==> config.mk <==
export PLATFORM = sky130hd
export DESIGN_NAME = tone_player
export DESIGN_NICKNAME = d
export VERILOG_FILES = /design/src/rtl/audio_pkg.sv /design/src/rtl/pwm_serializer.sv /design/src/rtl/tone_player.sv
export SDC_FILE = /design/constraint.sdc
export NUM_CORES = 1
export LEC_CHECK = 0
export CAP_MARGIN = 30
export CELL_PAD_IN_SITES_DETAIL_PLACEMENT = 2
export CELL_PAD_IN_SITES_GLOBAL_PLACEMENT = 2
export CORE_ASPECT_RATIO = 0.8
export CORE_UTILIZATION = 44
export DETAILED_ROUTE_END_ITERATION = 8
export PLACE_DENSITY = 0.9
export RECOVER_POWER = 50
export SETUP_SLACK_MARGIN = 0.3
export SLEW_MARGIN = 20
export SYNTH_ARGS = -nofsm -noshare
export SYNTH_HDL_FRONTEND = slang
export SYNTH_SLANG_ARGS = --single-unit
export TNS_END_PERCENT = 50
==> constraint.sdc <==
create_clock -name clock -period 7.2 [get_ports clock]
set_clock_uncertainty 0.05 [all_clocks]
set_input_delay 1.44 -clock clock [delete_from_list [all_inputs] [get_ports clock]]
set_output_delay 1.44 -clock clock [all_outputs]
set_load 0.03 [all_outputs]
==> src/rtl/audio_pkg.sv <==
// Shared audio definitions: clock-derived defaults, player FSM states, PWM midpoint helpers.
// No logic; constants and types only.
// No handshaking.
package audio_pkg;

    localparam int SYSTEM_FREQ  = 100_000_000;
    localparam int AUDIO_MS_DIV = SYSTEM_FREQ / 1000;
    localparam int AUDIO_PWM_W  = 10;

    typedef enum logic {
        IDLE = 1'b0,
        PLAY = 1'b1
    } play_state_t;

    localparam int PWM_MID = 1 << (AUDIO_PWM_W - 1);

    function automatic int pwm_mid(input int w);
        return 1 << (w - 1);
    endfunction

endpackage

==> src/rtl/pwm_serializer.sv <==
// Free-running PWM: out is high while the counter is below duty.
// Latency: one register from duty/enable to out.
// Backpressure: none; out is forced low the cycle after enable drops.
module pwm_serializer #(
    parameter int PWM_W = 10
) (
    input  logic             clock,
    input  logic             resetn,
    input  logic             enable,
    input  logic [PWM_W-1:0] duty,
    output logic             out
);

    logic [PWM_W-1:0] pwm_cnt;

    always_ff @(posedge clock or negedge resetn) begin
        if (!resetn) begin
            pwm_cnt <= '0;
            out     <= 1'b0;
        end else begin
            pwm_cnt <= pwm_cnt + 1'b1;
            out     <= enable && (pwm_cnt < duty);
        end
    end

endmodule

==> src/rtl/tone_player.sv <==
// Plays one note from a programmable half-period table for duration_ms milliseconds at a set volume.
// Latency: busy one cycle after start; done one cycle after the final millisecond tick.
// Backpressure: start while busy is dropped; stop aborts the note without a done pulse.
module tone_player
    import audio_pkg::*;
#(
    parameter int NUM_TONES = 4,
    parameter int TONE_W    = (NUM_TONES > 1) ? $clog2(NUM_TONES) : 1,
    parameter int HALF_W    = 18,
    parameter int DUR_W     = 16,
    parameter int PWM_W     = AUDIO_PWM_W,
    parameter int MS_DIV    = AUDIO_MS_DIV
) (
    input  logic              clock,
    input  logic              resetn,
    input  logic              cfg_we,
    input  logic [TONE_W-1:0] cfg_addr,
    input  logic [HALF_W-1:0] cfg_half,
    input  logic              start,
    input  logic [TONE_W-1:0] tone_sel,
    input  logic [DUR_W-1:0]  duration_ms,
    input  logic [PWM_W-2:0]  volume,
    input  logic              stop,
    output logic              busy,
    output logic              done,
    output logic              audioEn,
    output logic              audioOut
);

    localparam int MS_W = (MS_DIV > 1) ? $clog2(MS_DIV) : 1;
    localparam logic [MS_W-1:0]  MS_LAST = MS_W'(MS_DIV - 1);
    localparam logic [PWM_W-1:0] MID     = PWM_W'(pwm_mid(PWM_W));

    logic [HALF_W-1:0] tone_tbl [NUM_TONES];

    play_state_t       state;
    logic [HALF_W-1:0] half_q;
    logic [DUR_W-1:0]  rem_ms;
    logic [PWM_W-2:0]  vol_q;
    logic [HALF_W-1:0] tone_cnt;
    logic [MS_W-1:0]   ms_cnt;
    logic              phase;
    logic [HALF_W-1:0] sel_half;
    logic [PWM_W-1:0]  duty;
    logic              pwm_out;
    logic              ms_tick;

    always_ff @(posedge clock or negedge resetn) begin
        if (!resetn) begin
            for (int i = 0; i < NUM_TONES; i++) tone_tbl[i] <= '0;
        end else if (cfg_we && (int'(cfg_addr) < NUM_TONES)) begin
            tone_tbl[cfg_addr] <= cfg_half;
        end
    end

    // Out-of-range selects play as a rest rather than reading past the table.
    assign sel_half = (int'(tone_sel) < NUM_TONES) ? tone_tbl[tone_sel] : '0;
    assign ms_tick  = (ms_cnt == MS_LAST);

    always_ff @(posedge clock or negedge resetn) begin
        if (!resetn) begin
            state    <= IDLE;
            half_q   <= '0;
            rem_ms   <= '0;
            vol_q    <= '0;
            tone_cnt <= '0;
            ms_cnt   <= '0;
            phase    <= 1'b0;
            busy     <= 1'b0;
            done     <= 1'b0;
            audioEn  <= 1'b0;
        end else begin
            done <= 1'b0;
            case (state)
                IDLE: begin
                    if (start) begin
                        if (duration_ms != '0) begin
                            state    <= PLAY;
                            busy     <= 1'b1;
                            audioEn  <= 1'b1;
                            half_q   <= sel_half;
                            rem_ms   <= duration_ms;
                            vol_q    <= volume;
                            tone_cnt <= '0;
                            ms_cnt   <= '0;
                            phase    <= 1'b1;
                        end else begin
                            done <= 1'b1;
                        end
                    end
                end
                PLAY: begin
                    if (stop) begin
                        state   <= IDLE;
                        busy    <= 1'b0;
                        audioEn <= 1'b0;
                    end else begin
                        if (half_q == '0) begin
                            tone_cnt <= '0;
                            phase    <= 1'b0;
                        end else if (tone_cnt == half_q) begin
                            tone_cnt <= '0;
                            phase    <= ~phase;
                        end else begin
                            tone_cnt <= tone_cnt + 1'b1;
                        end

                        if (ms_tick) begin
                            ms_cnt <= '0;
                            rem_ms <= rem_ms - 1'b1;
                            if (rem_ms == DUR_W'(1)) begin
                                state   <= IDLE;
                                busy    <= 1'b0;
                                audioEn <= 1'b0;
                                done    <= 1'b1;
                            end
                        end else begin
                            ms_cnt <= ms_cnt + 1'b1;
                        end
                    end
                end
                default: state <= IDLE;
            endcase
        end
    end

    always_comb begin
        duty = MID;
        if (state == PLAY && half_q != '0) begin
            duty = phase ? (MID + {1'b0, vol_q}) : (MID - {1'b0, vol_q});
        end
    end

    pwm_serializer #(.PWM_W(PWM_W)) u_pwm (
        .clock  (clock),
        .resetn (resetn),
        .enable (audioEn),
        .duty   (duty),
        .out    (pwm_out)
    );

    // The serializer register lags the enable by a cycle, so gate with the live enable.
    assign audioOut = pwm_out & audioEn;

endmodule

==> results.yml <==
setup_path:
  cp.required_ns: 7.45
  crit_start: "duration_ms[14]"
  startpoint_type: "primary input"
  crit_path_cell_trace: "clkdlybuf4s50_1, or4_1, or4_4, a21oi_4, a21oi_1, buf_4, a21oi_1, a211oi_1"
  crit_family: "simple AND/OR/NAND/NOR gates"
  max_stage_delay_ns: 0.64
  slowest_stage: "a21oi_4"
  timing.rr.start: "half_q[5]$_DFFE_PN0P_"
  crit_type: "primary input to register"
  path_buf_inv: 2
  critPathArrivalTime_ns: 4.49
  crit_top_cell: "a21oi_1"
  r2r_setup_slack_ns: 4.10
  reg2reg_depth: 12
  worstReg2RegEnd: "u_pwm.out$_DFF_PN0_"
  end_kind: "register"
  critPathMaxFanout: 25
cts:
  cts_root_buffer: "clkbuf_16"
  cts_sinks: 165
  cts_tree: "built"
  cts.clk_slew.worst_paths_ns: 0.08
  htree_levels: 4
  clock_latency_ns: 0.46
  cts_setup_buffers: 0
  ctsHoldBuffers: 0
  cts_resized: 0
  clock_path_buffers: 2
  numCtsBuffers: 17
grt:
  grtUsageTotal_pct: 32.3
  grt_overflow: 0
  grt_max_degree: 95
  grt_pass1_wl_um: 45000
  antenna_found_initial: 0
  grt_pass1_vias: 7113
timing:
  rsz0062_at_grt: "false"
  period_needed_ns: 4.24
  clock.fmax_ghz: 0.236
  holdWs_ns: 0.452
  fin_ws_ns: 2.96
  tightest_slew_ns: 1.33
  drv_slew: 0
  hold_viol: 0
  slew_headroom_pct: 11.2
  period_share_pct: 58.9
  setup_viol: 0
  fin_setup_tns_ns: 0
worst_hold_path:
  whs_endpoint: "u_pwm.pwm_cnt[9]$_DFF_PN0_"
  worstHoldPathCells: 1
  worstHoldStart: "u_pwm.pwm_cnt[9]$_DFF_PN0_"
  min_path_type: "register to register"
routing:
  vias_per_cell: 6.19
  wl_per_cell_um: 28.3
  drc_errors: 0
  dr_total_vias: 6322
  drt_first_pass_iters: 4
  detail-route-antenna-nets: 0
  drt_iter0_drc: 406
  totalWireLength_um: 28900
flow_run:
  drv_cap: 0
yosys:
  synthFlopType: "dfrtp_1"
  synthArstFlopShare_pct: 100
  synth_mux_area_share_pct: 19.8
  ys_seq_elements: 165
  ys_types: 53
  syn_area_um2: 8210
  synth-seq-area-share_pct: 50.3
  synth_compound_area_share_pct: 7.35
  synth_edf_count: 0
  netlist_instances: 697
  synthAdderAreaFrac_pct: 2.29
  synth_fp_nets: 764
  synthXorXnorAreaFrac_pct: 5.23
  synth_top_family_by_area: "multiplexers"
  yosys_warnings: 0
  synthSimpleGateAreaFrac_pct: 12.9
  syn_area_per_cell_um2: 11.8
floorplanning:
  initial_core_util_pct: 45.0
  fp.dieW_um: 155
  placementRows: 44
  die-area_um2: 19200
  core_um2: 18200
  io_pins: 56
  die_h_um: 124
placement:
  place_area_um2: 9040
  dp_slack_ns: 2.41
  dpl.hpwl_um: 17500
  place_congestion: 0.849
  port_buffers: 55
power_and_ir_drop:
  p_leak_nw: 3.95
  ir_worst_vdd_uv: 137
  power.density_nw_per_um2: 314
final_layout:
  mostFrequentLayoutCells: "dfrtp_1, mux2_2, clkdlybuf4s50_1, nor2_1, nand2_1"
  final_common_cell: "dfrtp_1"
  nNetsFinal: 822
  final_cell_area_um2: 9730
  diodes: 0
  drive_gt1_share_pct: 22.7
  areaGrowthSynthToFinish_pct: 18.6
  fin_util_pct: 53.4
status:
  status: "completed"
[synth_stat cells, types with 2 or more instances]
library cell,n,area [um^2]
a211oi_1,2,15.0
or4_4,3,33.8
mux2i_1,8,80.1
nor2_1,47,176
a21o_1,2,15.0
or4_1,4,30.0
mux2_2,100,1130
and3_1,5,31.3
nand2_1,39,146
a21oi_1,28,140
nor3b_1,3,22.5
o211ai_1,2,15.0
o21ai_1,5,25.0
buf_2,6,30.0
nor2b_1,3,18.8
ha_1,15,188
o31ai_1,2,15.0
xor2_1,17,149
o22ai_1,11,68.8
nand4_1,26,163
o21bai_1,2,15.0
or3_1,4,25.0
mux4_2,18,405
nand3_1,28,140
nor4b_1,3,26.3
inv_1,8,30.0
dfrtp_1,165,4130
buf_1,3,11.3
nor4_1,9,56.3
nand3b_1,6,45.0
xnor2_1,32,280
o21ai_0,31,155
nor3_1,15,75.1
a31oi_1,5,31.3
nand2b_1,3,18.8
buf_4,4,30.0
clkbuf_1,16,60.1
o41ai_1,2,17.5
[flip-flops by register name, summed over array words and instances, names as in the netlist]
| register | cells |
|---|---|
| ms_cnt | 17 |
| u_pwm.pwm_cnt | 10 |
| phase | 1 |
| audioEn | 1 |
| half_q | 18 |
| rem_ms | 16 |
| done | 1 |
| u_pwm.out | 1 |
| state | 1 |
| vol_q | 9 |
| tone_tbl | 72 |
| tone_cnt | 18 |
[worst max-delay path by stage]
| stage | cells past startpoint | slack (ns) | end |
|---|---|---|---|
| 2_1_floorplan | 6 | 3.76 | phase$_DFFE_PN0P_ |
| 5_1_grt | 8 | 2.87 | rem_ms[5]$_DFFE_PN0P_ |
| 6_report | 8 | 2.96 | rem_ms[6]$_DFFE_PN0P_ |
| 3_3_place_gp | 8 | 2.59 | tone_cnt[7]$_DFFE_PN0P_ |
| 3_5_place_dp | 8 | 2.41 | tone_cnt[7]$_DFFE_PN0P_ |
| 4_1_cts | 7 | 2.73 | tone_cnt[10]$_DFFE_PN0P_ |
[cells by family after synthesis]
logic type | count (synthesis)
buf+inv | 38
xor+xnor | 49
compound gates | 99
mux | 127
fa+ha+maj | 15
simple gates | 204
flops | 165
[per-stage QoR]
step	total power [mW]	instances
2_1_floorplan	1.72	697
3_3_place_gp	1.89	980
3_5_place_dp	2.00	985
4_1_cts	3.06	1017
5_1_grt	3.18	1021
6_report	3.06	1021
[layer usage]
metal | track usage [%] | wire length (um) | part of all wire, % | up-vias
met2 | 56.6 | 14700 | 51 | 194
met5 | 0 | 0 | 0 | -
met1 | 39.5 | 12200 | 42 | 3368
met3 | 5.64 | 976 | 3.4 | 77
li1 | - | - | - | 2683
met4 | 14.5 | 975 | 3.4 | 0
[power by group]
part           internal [mW]  switching (mW)
logic                  0.340           0.397
registers               1.11           0.214
clock network          0.534           0.468
total                   1.98            1.08
[layout make-up]
type	instances	area, um^2
multi-input cells	494	3920
flip-flops and latches	165	4130
fillers	1736	8490
well taps	253	317
clock inverters	15	198
inverters	8	30.0
repair buffers	69	719
clock buffers	17	425
Power figures use the tool's default switching activity.
